`src/rtl/keypad_key_player_pkg.sv`:
```
// Shared constants, types and key decode for the keypad key player.
// Row/column one-hot codes match the 4x3 matrix wiring seen by the scanner.
package keypad_key_player_pkg;

  localparam logic [3:0] KEY_STAR = 4'd12;
  localparam logic [3:0] KEY_HASH = 4'd11;
  localparam logic [3:0] KEY_REST = 4'd15;

  localparam logic [3:0] ROW0     = 4'b1000;
  localparam logic [3:0] ROW1     = 4'b0100;
  localparam logic [3:0] ROW2     = 4'b0010;
  localparam logic [3:0] ROW3     = 4'b0001;
  localparam logic [3:0] ROW_NONE = 4'b0000;

  localparam logic [2:0] COL_L    = 3'b100;
  localparam logic [2:0] COL_M    = 3'b010;
  localparam logic [2:0] COL_R    = 3'b001;
  localparam logic [2:0] COL_NONE = 3'b000;

  typedef enum logic [1:0] {
    ST_IDLE  = 2'd0,
    ST_PRESS = 2'd1,
    ST_GAP   = 2'd2
  } state_t;

  typedef struct packed {
    logic [3:0] row;
    logic [2:0] col;
  } press_t;

  // Unknown codes decode to an all-zero press, which plays as a silent rest.
  function automatic press_t decode_key(input logic [3:0] code);
    press_t p;
    p = '{row: ROW_NONE, col: COL_NONE};
    case (code)
      4'd1:     p = '{row: ROW0, col: COL_L};
      4'd2:     p = '{row: ROW0, col: COL_M};
      4'd3:     p = '{row: ROW0, col: COL_R};
      4'd4:     p = '{row: ROW1, col: COL_L};
      4'd5:     p = '{row: ROW1, col: COL_M};
      4'd6:     p = '{row: ROW1, col: COL_R};
      4'd7:     p = '{row: ROW2, col: COL_L};
      4'd8:     p = '{row: ROW2, col: COL_M};
      4'd9:     p = '{row: ROW2, col: COL_R};
      KEY_STAR: p = '{row: ROW3, col: COL_L};
      4'd0:     p = '{row: ROW3, col: COL_M};
      KEY_HASH: p = '{row: ROW3, col: COL_R};
      KEY_REST: p = '{row: ROW_NONE, col: COL_NONE};
      default:  p = '{row: ROW_NONE, col: COL_NONE};
    endcase
    return p;
  endfunction

endpackage

```
`src/rtl/keypad_key_fifo.sv`:
```
// Small synchronous FIFO holding queued key codes; power-of-2 depth.
// Full is taken from the registered count, so a pop never frees room for a same-cycle push.
module keypad_key_fifo #(
  parameter int DEPTH = 4,
  parameter int WIDTH = 4
) (
  input  logic             clk,
  input  logic             rst,
  input  logic             push,
  input  logic [WIDTH-1:0] din,
  input  logic             pop,
  output logic [WIDTH-1:0] dout,
  output logic             full,
  output logic             empty
);

  localparam int AW = $clog2(DEPTH);

  logic [WIDTH-1:0] mem [DEPTH];
  logic [AW-1:0]    wr_ptr, rd_ptr;
  logic [AW:0]      count;
  logic             push_ok, pop_ok;

  assign full    = (count == (AW+1)'(DEPTH));
  assign empty   = (count == '0);
  assign push_ok = push && !full;
  assign pop_ok  = pop && !empty;
  assign dout    = mem[rd_ptr];

  always_ff @(posedge clk or posedge rst) begin
    if (rst) begin
      wr_ptr <= '0;
      rd_ptr <= '0;
      count  <= '0;
    end else begin
      if (push_ok) wr_ptr <= wr_ptr + AW'(1);
      if (pop_ok)  rd_ptr <= rd_ptr + AW'(1);
      case ({push_ok, pop_ok})
        2'b10:   count <= count + (AW+1)'(1);
        2'b01:   count <= count - (AW+1)'(1);
        default: count <= count;
      endcase
    end
  end

  always_ff @(posedge clk) begin
    if (push_ok) mem[wr_ptr] <= din;
  end

endmodule

```
`src/rtl/keypad_key_player.sv`:
```
// Key side of a 4x3 matrix keypad: replays queued key codes as timed presses,
// closing the pressed key's column whenever the scanner drives its row.
module keypad_key_player
  import keypad_key_player_pkg::*;
#(
  parameter int HOLD_CYCLES = 4000,
  parameter int GAP_CYCLES  = 2000,
  parameter int FIFO_DEPTH  = 4,
  parameter int CNT_W       = 16
) (
  input  logic       clk,
  input  logic       rst,
  input  logic       key_valid,
  input  logic [3:0] key_code,
  output logic       key_ready,
  input  logic [3:0] row_scan,
  output logic [2:0] col_out,
  output logic       busy,
  output logic       done_pulse
);

  state_t           state, state_nxt;
  logic [CNT_W-1:0] cnt, cnt_nxt;
  press_t           press, press_nxt;
  logic             done_nxt;
  logic             pop;
  logic             full, empty;
  logic [3:0]       fifo_code;

  keypad_key_fifo #(
    .DEPTH (FIFO_DEPTH),
    .WIDTH (4)
  ) u_fifo (
    .clk   (clk),
    .rst   (rst),
    .push  (key_valid),
    .din   (key_code),
    .pop   (pop),
    .dout  (fifo_code),
    .full  (full),
    .empty (empty)
  );

  always_ff @(posedge clk or posedge rst) begin
    if (rst) begin
      state      <= ST_IDLE;
      cnt        <= '0;
      press      <= '0;
      done_pulse <= 1'b0;
    end else begin
      state      <= state_nxt;
      cnt        <= cnt_nxt;
      press      <= press_nxt;
      done_pulse <= done_nxt;
    end
  end

  always_comb begin
    state_nxt = state;
    cnt_nxt   = cnt;
    press_nxt = press;
    done_nxt  = 1'b0;
    pop       = 1'b0;
    case (state)
      ST_IDLE: begin
        if (!empty) begin
          pop       = 1'b1;
          press_nxt = decode_key(fifo_code);
          cnt_nxt   = CNT_W'(HOLD_CYCLES - 1);
          state_nxt = ST_PRESS;
        end
      end
      ST_PRESS: begin
        if (cnt == '0) begin
          press_nxt = '0;
          cnt_nxt   = CNT_W'(GAP_CYCLES - 1);
          state_nxt = ST_GAP;
        end else begin
          cnt_nxt = cnt - CNT_W'(1);
        end
      end
      ST_GAP: begin
        if (cnt == '0) begin
          done_nxt  = 1'b1;
          state_nxt = ST_IDLE;
        end else begin
          cnt_nxt = cnt - CNT_W'(1);
        end
      end
      default: state_nxt = ST_IDLE;
    endcase
  end

  // Combinational from row_scan so the scanner sees a zero-latency closure.
  assign col_out   = ((row_scan & press.row) != 4'b0000) ? press.col : COL_NONE;
  assign busy      = (state != ST_IDLE) || !empty;
  assign key_ready = !full;

endmodule
```
`config.mk`:
```
export PLATFORM = sky130hd
export DESIGN_NAME = keypad_key_player
export DESIGN_NICKNAME = d
export VERILOG_FILES = /design/src/rtl/keypad_key_player_pkg.sv /design/src/rtl/keypad_key_fifo.sv /design/src/rtl/keypad_key_player.sv
export SDC_FILE = /design/constraint.sdc
export NUM_CORES = 1
export LEC_CHECK = 0
export ABC_AREA = 0
export CAP_MARGIN = 30
export CORE_ASPECT_RATIO = 1.1
export CORE_MARGIN = 5
export CORE_UTILIZATION = 55
export DETAILED_ROUTE_END_ITERATION = 10
export HOLD_SLACK_MARGIN = 0.05
export PLACE_DENSITY = 0.75
export RECOVER_POWER = 50
export SLEW_MARGIN = 20
export SYNTH_ARGS = -nofsm -noshare
export SYNTH_HDL_FRONTEND = slang
export SYNTH_SLANG_ARGS = --single-unit
```
`constraint.sdc`:
```
create_clock -name clk -period 6.4 [get_ports clk]
set_input_delay 1.28 -clock clk [delete_from_list [all_inputs] [get_ports clk]]
set_output_delay 1.28 -clock clk [all_outputs]
set_load 0.05 [all_outputs]
```
Word-level counts from Yosys, hierarchy flattened

Memory sizes are Yosys's and may differ from the RTL's.
Cells that the tools add are included.

Bits in writable memories: 16
Word-level logic and storage cells: 60
Bits of input ports: 11
Memory bits (read-only): 112
Output and inout port bits: 6
Flip-flop bits (word level): 33
Memories: 2

Equal/unequal tests: 9
Bitwise operators: 1
$add $sub $neg: 5
Reductions and logical operators: 16
Multiplexer cells: 19

Memory list:

| name             | words | bits a word | read ports | clocked after Yosys merged registers in | wr ports | line                        | text |
|---|---|---|---|---|---|---|---|
| (name not given) | 16    | 7           | 1          | 0                                       | 0        | keypad_key_player_pkg.sv:35 | `case (code)` |
| u_fifo.mem       | 4     | 4           | 1          | 0                                       | 1        | keypad_key_fifo.sv:19       | `logic [WIDTH-1:0] mem [DEPTH];` |

Operators by type and width:

| cell                                                                 | count |
|---|---|
| 16-bit 2-to-1 mux                                                    | 3 |
| 16-bit one-hot mux with 3 select lines                               | 1 |
| 16-bit zero test                                                     | 1 |
| 16-bit by 1-bit subtractor with 16-bit output, second input constant | 1 |
| 7-bit 2-to-1 mux                                                     | 2 |
| 7-bit one-hot mux with 2 select lines                                | 1 |
| 3-bit AND reduction                                                  | 3 |
| 2-bit != test, second input constant                                 | 4 |
| 1-bit 2-to-1 mux                                                     | 6 |
| 2-bit 2-to-1 mux                                                     | 3 |
| 2-bit one-hot mux with 3 select lines                                | 1 |
| 3-bit one-hot mux with 2 select lines                                | 1 |
| 2-bit nonzero test                                                   | 3 |
| 2-bit by 1-bit adder with 2-bit output, second input constant        | 2 |
| 4-bit AND                                                            | 1 |
| 2-bit by 1-bit == test with 1-bit output, second input constant      | 2 |
| 2-bit == test, second input constant                                 | 2 |
| 4-bit nonzero test                                                   | 1 |
| 3-bit by 1-bit adder with 3-bit output, second input constant        | 1 |
| 3-bit == test, second input constant                                 | 1 |
| 3-bit zero test                                                      | 1 |
| 3-bit 2-to-1 mux                                                     | 1 |
| 3-bit nonzero test                                                   | 1 |
| 3-bit by 1-bit subtractor with 3-bit output, second input constant   | 1 |
| other kinds (4)                                                      | 6 |

Depth between registers and ports, before layout

Gate-level depths: netlist (run 1).

Word-level depth: 6
Gate-level depth with buffers: 10
Depth with buffers taken out: 10

Hierarchy

From an unflattened synthesis (run 1), not the netlist that was laid out.

Cell total of the unflattened synthesis: 258
Area total of the unflattened synthesis: 2,912.8 um2

By module, submodules not included:

| module            | cells an instance | area an instance (um2) | instances | sequential area each (um2) |
|---|---|---|---|---|
| keypad_key_player | 199               | 1,891.8                | 1         | 650.6 |
| keypad_key_fifo   | 59                | 1,021.0                | 1         | 655.6 |

Worst setup path before layout (run 1)

No wires, ideal clock.

Kind: input-to-output
Start: input row_scan[2]
End: output col_out[0]
Data arrival time: 1.845 ns
Setup slack: 3.275 ns
Data required time: 5.120 ns
Stages on the path: 3
Cells stage by stage: a22oi_1 -> nand2_1 -> and2_1

Longest elaborated chain between the ends: 3

RTL lines:

| item               | line                    | text |
|---|---|---|
| start: declaration | keypad_key_player.sv:16 | `input logic [3:0] row_scan,` |
| 4-bit AND          | keypad_key_player.sv:95 | `assign col_out = ((row_scan & press.row) != 4'b0000) ? press.col : COL_NONE;` |
| 4-bit nonzero test | keypad_key_player.sv:95 |  |
| 3-bit 2-to-1 mux   | keypad_key_player.sv:95 |  |
| end: declaration   | keypad_key_player.sv:17 | `output logic [2:0] col_out,` |

Every way passes these cells.

Final worst setup path (run 1)

Start: input row_scan[2]
End: output col_out[1]

Same word-level chain as after synthesis.

==> flow_metrics.py, run 1 <==
metrics = {
    "clock_network": {
        "clk_transition_reported_paths_ns": 0.09,
        "cts-buffers-inserted": 5,
        "cts_repair_resize_count": 0,
        "clkSinkCount": 49,
        "number_of_buffers_inserted_for_hold_repair_after_clock_tree_synthesis": 0,
        "cts_tree": "built",
        "clk_path_buf_depth": 2,
        "clock_latency_on_the_worst_skew_pair_ns": 0.31,
        "cts_max_level": 2,
        "post_cts.repair.setup_buffers": 0,
        "clock_tree.root_cell": "sky130_fd_sc_hd__clkbuf_8",
    },
    "synth": {
        "area_share_of_the_leading_cell_type_in_the_synthesized_netlist": 0.3021,
        "synth_top_area_cell": "sky130_fd_sc_hd__dfrtp_1",
        "distinct_cells_synth": 55,
        "synth_fp_nets": 278,
        "yosys.cell_count.top_type": "sky130_fd_sc_hd__dfrtp_1",
        "synth_edf_count": 16,
        "synthesized_instance_count": 250,
        "synthTopCellsByArea": "sky130_fd_sc_hd__dfrtp_1 (30%), sky130_fd_sc_hd__edfxtp_1 (18%), sky130_fd_sc_hd__ha_1 (7.3%)",
        "number_of_storage_elements_in_the_synthesis_netlist": 49,
        "async_reset_ff_frac": 0.6735,
        "synthesis.area_per_instance_um2": 10.94,
        "postSynth.topFlopCell": "sky130_fd_sc_hd__dfrtp_1",
        "synth.yosys.warnings": 0,
        "seq_area_frac_synth": 0.4778,
        "synth_top_cells_by_count": "sky130_fd_sc_hd__dfrtp_1 (33), sky130_fd_sc_hd__inv_1 (18), sky130_fd_sc_hd__nor2_1 (18)",
        "synth_area_um2": 2734,
    },
    "placed_design": {
        "dp_hpwl_um": 3580,
        "io_buffer_count": 16,
        "gpl.final_weighted_congestion": 0.8571,
    },
    "cells_and_area": {
        "layout-drive-gt1-share": 0.08148,
        "antenna_cells": 0,
        "area.growth.synth_to_final_pct": 10.98,
        "layout.core_utilization": 0.6152,
        "finish.net_count": 297,
    },
    "sta": {
        "fmaxAchievable_mhz": 243.7,
        "hold_viol": 0,
        "final_report_setup_violation_count": 0,
        "tightestPinTransition_ns": 1.756,
        "final.min_clock_period_ns": 4.103,
        "rsz0062_at_grt": "false",
        "period_share": 0.6411,
        "finClkSkew_ns": 0.007317,
        "fin_setup_tns_ns": 0,
        "timing_max_transition_violations_final": 34,
        "relSlewSlack": -0.1709,
    },
    "hold_path": {
        "hold_path.startpoint": "u_fifo.count[2]",
        "whs_path_depth": 1,
        "min-delay-path-class": "reg -> reg",
        "worst_hold_path.endpoint": "u_fifo.count[2]",
    },
    "worst_setup_path": {
        "critPathRequiredTime_ns": 5.12,
        "slowest_stage": "sky130_fd_sc_hd__clkdlybuf4s50_1",
        "arrival_ns": 2.82,
        "crit_path_start_kind": "primary input",
        "timing.rr.end": "cnt[5]",
        "cp_slowest_stage_delay_ns": 0.79,
        "crit_buf_inv": 2,
        "setup.worst_path.end_class": "output pin",
        "timing.reg2reg.setup_slack_ns": 3.71,
        "worstRegToRegCells": 7,
        "criticalPathCategory": "in -> out",
        "crit_cells": 5,
        "timing.critical_path.mode_cell": "sky130_fd_sc_hd__clkdlybuf4s50_1",
        "worstPathCellList": "clkdlybuf4s50_1 -> a22oi_1 -> nand2_1 -> and2_1 -> clkdlybuf4s50_1",
        "crit_path_start": "row_scan[2]",
        "worst-path-max-fanout": 3,
        "r2r-start": "cnt[0]",
        "critical_path.top_delay_family": "buffers and inverters",
    },
    "power_and_ir_drop": {
        "pwr_density_cell_nw_per_um2": 234.4,
        "power_frac_comb": 0.185,
        "netSwitchingFraction": 0.2951,
        "power_switching_uw": 209.9,
        "internal_power_uw": 501.4,
        "leakagePower_uw": 0.001257,
        "clock_power_share": 0.279,
        "max-vdd-ir-drop_v": 0.0002401,
        "seqPwrFrac": 0.536,
    },
    "detailed_routing": {
        "final_antenna_net_count": 0,
        "routed_via_density": 5.860,
        "initialDrtViolationCount": 116,
        "avgRoutedWirePerCell_um": 14.88,
        "wl_um": 4880,
        "firstDrtPassIters": 4,
        "drc": 0,
        "route.vias.total": 1922,
    },
    "outcome": {
        "violations_in_the_final_reports": "capacitance limit, slew limit",
        "outcome": "finished with violations",
    },
    "grt": {
        "grt_first_pass_wirelength_um": 8707,
        "antenna_found_initial": 0,
        "globalRoute.totalOverflow": 0,
        "grt_start_max_net_pins": 34,
        "vias_in_the_first_global_route": 1890,
        "gr-usage-all-layers": 0.1616,
    },
    "run": {
        "timing.max_cap.violations": 1,
    },
    "die": {
        "placeableCoreArea_um2": 4932,
        "starting_density_of_the_core": 0.5543,
        "rows": 27,
        "die_area_um2": 6482,
        "ioPinCount": 17,
        "die-width_um": 77.22,
        "die_height_um": 83.95,
    },
}
area by class of cell:
| class | count | area, um^2 |
|---|---|---|
| clock buffers | 5 | 68.82 |
| clock inverters | 3 | 28.78 |
| fillers | 414 | 1898 |
| inverters | 18 | 67.56 |
| multi-input cells | 177 | 1319 |
| flip-flops and latches | 49 | 1306 |
| well taps | 58 | 72.57 |
| repair buffers | 18 | 171.4 |
layer usage:
layer	part of all wire	up-vias	GRT usage
met5	0	-	0
met3	0.035	5	0.04104
met4	0.0090	0	0.03281
met2	0.46	24	0.2511
met1	0.49	923	0.2291
li1	-	970	-
power groups by stage:
| stage | clock network [uW] | logic (uW) | registers, uW |
|---|---|---|---|
| after global routing | 218 | 151 | 386 |
| after CTS | 203 | 135 | 382 |
| final | 198 | 132 | 381 |
| after floorplan | 0 | 101 | 384 |
| after global placement | 0 | 130 | 388 |
| after detailed placement | 0 | 135 | 389 |
worst max path at each step:
stage | to | slack, ns
after floorplan | col_out[0] | 3.27
after global placement | col_out[2] | 2.31
after detailed placement | col_out[1] | 2.29
after CTS | col_out[1] | 2.28
after global routing | col_out[1] | 2.19
final | col_out[1] | 2.30
flip-flops by register name (all words and copies together) (netlist names):
register / flops
state: 2
u_fifo.rd_ptr: 2
u_fifo.count: 3
done_pulse: 1
u_fifo.wr_ptr: 2
u_fifo.mem: 16
press: 7
cnt: 16
metrics by stage:
stage	std cells	setup WS (ns)	total power [uW]	cell area [um^2]	hold WS [ns]
after floorplan	250	3.275	485.0	2734	0.4603
after global placement	319	2.308	518.0	2933	0.4870
after detailed placement	319	2.288	523.8	2933	0.4963
after CTS	327	2.281	720.6	3030	0.5145
after global routing	328	2.186	755.1	3034	0.5229
final	328	2.297	711.3	3034	0.5032
logic make-up (layout without fill, tap and decap cells):
family	Yosys count	count (layout)	share of synthesized area
mux	9	9	0.05172
compound gates	64	64	0.1648
fa+ha+maj	17	17	0.08055
flops	49	49	0.4778
simple gates	81	81	0.1661
xor+xnor	6	6	0.01922
buf+inv	24	44	0.03982
placed cells by master (no fill, tap or decap), types with 3 or more instances in the layout:
cell type	netlist	routed
sky130_fd_sc_hd__inv_1	18	18
sky130_fd_sc_hd__a21oi_1	14	14
sky130_fd_sc_hd__o21ai_0	17	17
sky130_fd_sc_hd__ha_1	16	16
sky130_fd_sc_hd__edfxtp_1	16	16
sky130_fd_sc_hd__and2_1	5	5
sky130_fd_sc_hd__mux2i_1	4	4
sky130_fd_sc_hd__clkdlybuf4s50_1	0	10
sky130_fd_sc_hd__a22o_1	7	7
sky130_fd_sc_hd__and3_1	7	7
sky130_fd_sc_hd__dlygate4sd3_1	0	6
sky130_fd_sc_hd__mux4_2	4	4
sky130_fd_sc_hd__dfrtp_1	33	33
sky130_fd_sc_hd__clkbuf_8	0	5
sky130_fd_sc_hd__a32oi_1	3	3
sky130_fd_sc_hd__nor4_1	5	5
sky130_fd_sc_hd__nor3_1	7	7
sky130_fd_sc_hd__nand2_1	8	8
sky130_fd_sc_hd__nand2b_1	8	8
sky130_fd_sc_hd__nor2_1	18	18
sky130_fd_sc_hd__nand3_1	10	10
sky130_fd_sc_hd__xnor2_1	4	4
sky130_fd_sc_hd__o22a_1	3	3
Note: power is estimated with default switching activity, not from simulation.
==> run 2: changes to the inputs <==
- CORE_UTILIZATION: 55 -> 53
- clock period: 6.4 -> 3.5 ns (I/O delays scaled with it)
==> run 2 against run 1 <==
Compared with the run above: the flow still finishes with violations (capacitance limit, slew limit); sequential share of layout area fell by 0.47 points; clock power rose by 120%; routed wire length rose by 5.0%; core utilization fell by 0.16 points; critical endpoint is now col_out[2]; count of clock-buffer cells in the layout did not move; clock skew fell by 0.0024 ns; worst hold slack improved by 0.0067 ns; critical path depth did not move.
==> flow_metrics.py, run 2 (synthesis gave the netlist of run 1 again) <==
metrics = {
    "outcome": {
        "outcome": "finished with violations",
        "violations_in_the_final_reports": "capacitance limit, slew limit",
    },
    "grt": {
        "globalRoute.totalOverflow": 0,
        "vias_in_the_first_global_route": 1950,
        "grt_start_max_net_pins": 34,
        "antenna_found_initial": 0,
        "gr-usage-all-layers": 0.1714,
        "grt_first_pass_wirelength_um": 9218,
    },
    "cells_and_area": {
        "layout_top_registers": "cnt (16), u_fifo.mem (16), press (7)",
        "final_cell_mix": "sky130_fd_sc_hd__dfrtp_1 (33), sky130_fd_sc_hd__nor2_1 (18), sky130_fd_sc_hd__inv_1 (18)",
        "final_cell_area_um2": 3068,
        "antenna_cells": 0,
        "layout-drive-gt1-share": 0.08824,
        "finish.net_count": 299,
        "area.growth.synth_to_final_pct": 12.22,
        "mostFrequentLayoutCell": "sky130_fd_sc_hd__dfrtp_1",
        "fillCellCount": 434,
    },
    "clock_network": {
        "cts_tree": "built",
        "cts-buffers-inserted": 5,
        "cts_max_level": 2,
        "number_of_buffers_inserted_for_hold_repair_after_clock_tree_synthesis": 0,
        "clock_tree.root_cell": "sky130_fd_sc_hd__clkbuf_8",
        "clk_transition_reported_paths_ns": 0.09,
        "cts_repair_resize_count": 0,
        "clk_path_buf_depth": 2,
        "post_cts.repair.setup_buffers": 0,
        "clkSinkCount": 49,
        "clock_latency_on_the_worst_skew_pair_ns": 0.31,
    },
    "worst_setup_path": {
        "arrival_ns": 2.23,
        "cp_slowest_stage_delay_ns": 0.79,
        "critPathRequiredTime_ns": 2.80,
        "worstPathCellList": "clkdlybuf4s50_1 -> a22oi_1 -> nand2_1 -> and2_1 -> clkdlybuf4s50_1",
        "slowest_stage": "sky130_fd_sc_hd__clkdlybuf4s50_1",
        "r2r-start": "cnt[0]",
        "setup.worst_path.end_class": "output pin",
        "worst-path-max-fanout": 3,
        "crit_path_start_kind": "primary input",
        "criticalPathCategory": "in -> out",
        "timing.critical_path.mode_cell": "sky130_fd_sc_hd__clkdlybuf4s50_1",
        "crit_path_start": "row_scan[2]",
    },
    "die": {
        "placeableCoreArea_um2": 5000,
        "die_height_um": 85.33,
        "die_area_um2": 6696,
        "ioPinCount": 17,
        "die-width_um": 78.48,
        "starting_density_of_the_core": 0.5468,
        "rows": 27,
    },
    "detailed_routing": {
        "firstDrtPassIters": 4,
        "routed_via_density": 5.876,
        "avgRoutedWirePerCell_um": 15.52,
        "wl_um": 5122,
        "drc": 0,
        "initialDrtViolationCount": 136,
        "final_antenna_net_count": 0,
        "route.vias.total": 1939,
    },
    "hold_path": {
        "min-delay-path-class": "reg -> reg",
        "hold_path.startpoint": "u_fifo.count[0]",
    },
    "power_and_ir_drop": {
        "pwr_density_cell_nw_per_um2": 448.6,
        "leakagePower_uw": 0.001277,
        "max-vdd-ir-drop_v": 0.0004162,
    },
    "placed_design": {
        "dp_hpwl_um": 3673,
        "gpl.final_weighted_congestion": 0.8279,
        "placed_cell_area_um2": 2948,
        "io_buffer_count": 16,
    },
    "sta": {
        "period_share": 0.8374,
        "timing_max_transition_violations_final": 34,
        "fin_setup_tns_ns": 0,
        "final.min_clock_period_ns": 2.931,
        "tightestPinTransition_ns": 1.768,
        "relSlewSlack": -0.1786,
        "final_report_setup_violation_count": 0,
        "rsz0062_at_grt": "false",
        "fmaxAchievable_mhz": 341.2,
        "hold_viol": 0,
        "finClkSkew_ns": 0.004915,
    },
    "run": {
        "timing.max_cap.violations": 1,
    },
}
run 2: cell types whose count changed in the layout (fill, tap and decap cells not counted), sizes merged:
cell and delta:
bufinv +1, clkinv -1, buf +2
run 2: final cells by class:
class / instances / area, um^2 / area share
clock buffers: 5 / 68.82 / 0.02243
multi-input cells: 177 / 1319 / 0.4299
inverters: 18 / 67.56 / 0.02202
flip-flops and latches: 49 / 1306 / 0.4258
clock inverters: 3 / 47.55 / 0.01550
well taps: 58 / 72.57 / 0.02365
repair buffers: 20 / 186.4 / 0.06077
run 2: final timing paths:
check                                  end  slack, ns  cells after the start
max                             col_out[2]       0.57                      5
min in group asynchronous         state[1]       1.45                      3
min                        u_fifo.count[0]       0.51                      1
max in group asynchronous         state[0]       1.04                      3
max reg2reg                         cnt[5]       0.92                      8
min reg2reg                u_fifo.count[0]       0.51                      1
run 2: where the power goes:
part | switching [uW] | internal, uW
clock network | 209 | 218
logic | 144 | 105
registers | 36.4 | 664
run 2: worst max-delay path: cells and delay by family:
family,cells,cell delay (ns)
buffers and inverters,2,1.25
AND/OR/NAND/NOR,2,0.20
AO/OA/AOI/OAI,1,0.08
run 2: metal layers:
metal,up-vias,share of wire,GRT usage
met5,-,0,0
met4,0,0.016,0.06041
met3,7,0.047,0.03822
met2,39,0.48,0.2702
met1,919,0.46,0.2330
li1,974,-,-
run 2: metrics by stage:
stage / power [uW] / utilization / hold WS [ns] / setup slack [ns] / cells
CTS: 1396 / 0.6129 / 0.5056 / 0.5594 / 329
finish: 1376 / 0.6136 / 0.5098 / 0.5690 / 330
global placement: 946.3 / 0.5896 / 0.4860 / 0.5639 / 321
detailed placement: 964.0 / 0.5896 / 0.4877 / 0.5622 / 321
floorplan: 886.9 / - / 0.4603 / 1.178 / 250
global route: 1457 / 0.6136 / 0.5266 / 0.4793 / 330
==> run 3: changes to the inputs <==
- CORE_UTILIZATION: 53 -> 55
- clock period: 3.5 -> 3.1 ns (I/O delays scaled with it)
==> run 3 against run 2 <==
Compared with the run above: the run still ends with capacitance limit, slew limit left; cell count stayed put; largest cell class unchanged; count of clock-buffer cells in the layout is the same; register-to-register slack worse by 0.48 ns; non-clock buffer count unchanged; largest power group unchanged; die area is 3.2% lower; core utilization increased by 0.23 points; flip-flop and latch count did not move; clock power down 12%; first-iteration DRC count rose by 18%; combinational power rose by 13%.
==> flow_metrics.py, run 3 (synthesis gave the netlist of run 1 again) <==
metrics = {
    "cells_and_area": {
        "final_cell_area_um2": 3038,
        "mostFrequentLayoutCell": "sky130_fd_sc_hd__dfrtp_1",
        "layout.core_utilization": 0.6159,
        "area.growth.synth_to_final_pct": 11.12,
        "finish.net_count": 299,
        "fillCellCount": 413,
        "layout_top_registers": "cnt (16), u_fifo.mem (16), press (7)",
        "antenna_cells": 0,
        "final_cell_mix": "sky130_fd_sc_hd__dfrtp_1 (33), sky130_fd_sc_hd__nor2_1 (18), sky130_fd_sc_hd__inv_1 (18)",
        "layout-drive-gt1-share": 0.09559,
    },
    "clock_network": {
        "clk_path_buf_depth": 2,
        "clock_latency_on_the_worst_skew_pair_ns": 0.30,
        "cts_max_level": 2,
        "number_of_buffers_inserted_for_hold_repair_after_clock_tree_synthesis": 0,
        "cts_tree": "built",
        "clk_transition_reported_paths_ns": 0.09,
        "cts-buffers-inserted": 5,
        "clkSinkCount": 49,
        "post_cts.repair.setup_buffers": 0,
        "cts_repair_resize_count": 0,
        "clock_tree.root_cell": "sky130_fd_sc_hd__clkbuf_8",
    },
    "run": {
        "timing.max_cap.violations": 1,
    },
    "power_and_ir_drop": {
        "pwr_density_cell_nw_per_um2": 476.4,
        "leakagePower_uw": 0.001271,
        "max-vdd-ir-drop_v": 0.0003799,
    },
    "worst_setup_path": {
        "critical_path.top_delay_family": "buffers and inverters",
        "crit_cells": 5,
        "arrival_ns": 2.11,
        "worst-path-max-fanout": 5,
        "setup.worst_path.end_class": "output pin",
        "timing.reg2reg.setup_slack_ns": 0.44,
        "worstRegToRegCells": 7,
        "worstPathCellList": "inv_1 -> ha_1 -> and2_1 -> inv_1 -> clkdlybuf4s50_1",
        "timing.critical_path.mode_cell": "sky130_fd_sc_hd__inv_1",
        "slowest_stage": "sky130_fd_sc_hd__clkdlybuf4s50_1",
        "critical_path.endpoint": "busy",
        "timing.rr.end": "cnt[5]",
        "criticalPathCategory": "reg -> out",
        "crit_path_start": "state[0]",
        "r2r-start": "cnt[0]",
        "crit_path_start_kind": "flop",
        "critPathRequiredTime_ns": 2.48,
        "crit_buf_inv": 3,
        "cp_slowest_stage_delay_ns": 0.81,
    },
    "sta": {
        "fmaxAchievable_mhz": 366.9,
        "fin_setup_tns_ns": 0,
        "period_share": 0.8792,
        "tightestPinTransition_ns": 1.759,
        "finClkSkew_ns": 0.006848,
        "final_report_setup_violation_count": 0,
        "final.min_clock_period_ns": 2.726,
        "hold_viol": 0,
        "relSlewSlack": -0.1728,
        "rsz0062_at_grt": "false",
        "timing_max_transition_violations_final": 34,
    },
    "placed_design": {
        "dp_hpwl_um": 3849,
        "placed_cell_area_um2": 2952,
        "gpl.final_weighted_congestion": 0.8848,
        "io_buffer_count": 16,
    },
    "detailed_routing": {
        "firstDrtPassIters": 6,
        "routed_via_density": 6.033,
        "initialDrtViolationCount": 161,
        "drc": 0,
        "route.vias.total": 1991,
        "final_antenna_net_count": 0,
        "avgRoutedWirePerCell_um": 15.72,
        "wl_um": 5189,
    },
    "grt": {
        "grt_first_pass_wirelength_um": 9087,
        "grt_start_max_net_pins": 34,
        "globalRoute.totalOverflow": 0,
        "gr-usage-all-layers": 0.1707,
        "vias_in_the_first_global_route": 1962,
        "antenna_found_initial": 0,
    },
    "die": {
        "placeableCoreArea_um2": 4932,
        "die_height_um": 83.95,
        "die-width_um": 77.22,
        "starting_density_of_the_core": 0.5543,
        "rows": 27,
        "die_area_um2": 6482,
        "ioPinCount": 17,
    },
    "hold_path": {
        "min-delay-path-class": "reg -> reg",
        "hold_path.startpoint": "u_fifo.count[0]",
    },
    "outcome": {
        "outcome": "finished with violations",
        "violations_in_the_final_reports": "capacitance limit, slew limit",
    },
}
-- run 3: changes by cell type in the layout (fill, tap and decap cells not counted), sizes merged --
cell,change
clkdlybuf4s50,-3
bufinv,-1
buf,+3
clkinv,+2
inv,-1
-- run 3: layout make-up --
cell class / instances / area [um^2] / area share
Multi-Input combinational cell: 177 / 1319 / 0.4341
Sequential cell: 49 / 1306 / 0.4300
Timing Repair Buffer: 20 / 182.7 / 0.06013
Tap cell: 58 / 72.57 / 0.02389
Clock buffer: 5 / 68.82 / 0.02265
Inverter: 18 / 67.56 / 0.02224
Clock inverter: 3 / 21.27 / 0.007002
-- run 3: worst min path at each step --
stage,endpoint,slack (ns),cells after the start
after floorplan,press[0],0.46,2
after global placement,press[0],0.48,2
after detailed placement,press[5],0.49,2
after CTS,u_fifo.count[0],0.51,1
after global routing,u_fifo.count[0],0.54,1
final,u_fifo.count[0],0.51,1
-- run 3: metal layers --
metal / vias to the layer above / wire length, um / global-route usage
met5: - / 0 / 0
met4: 0 / 99 / 0.06250
met3: 9 / 209 / 0.02916
met2: 45 / 2443 / 0.2573
met1: 967 / 2437 / 0.2461
li1: 970 / - / -
-- run 3: through the flow --
| step | instances | hold WS (ns) | setup slack, ns | power (uW) |
|---|---|---|---|---|
| after CTS | 330 | 0.5074 | 0.3543 | 1471 |
| after floorplan | 250 | 0.4603 | 0.7776 | 1001 |
| after detailed placement | 322 | 0.4884 | 0.4626 | 1093 |
| after global routing | 330 | 0.5388 | 0.2324 | 1533 |
| final | 330 | 0.5074 | 0.3744 | 1447 |
| after global placement | 321 | 0.4849 | 0.5708 | 1068 |
-- run 3: where the power goes --
group          switching [uW]  internal (uW)
Clock                     216            161
Combinational             163            119
Sequential               40.3            749
Total                     419           1030
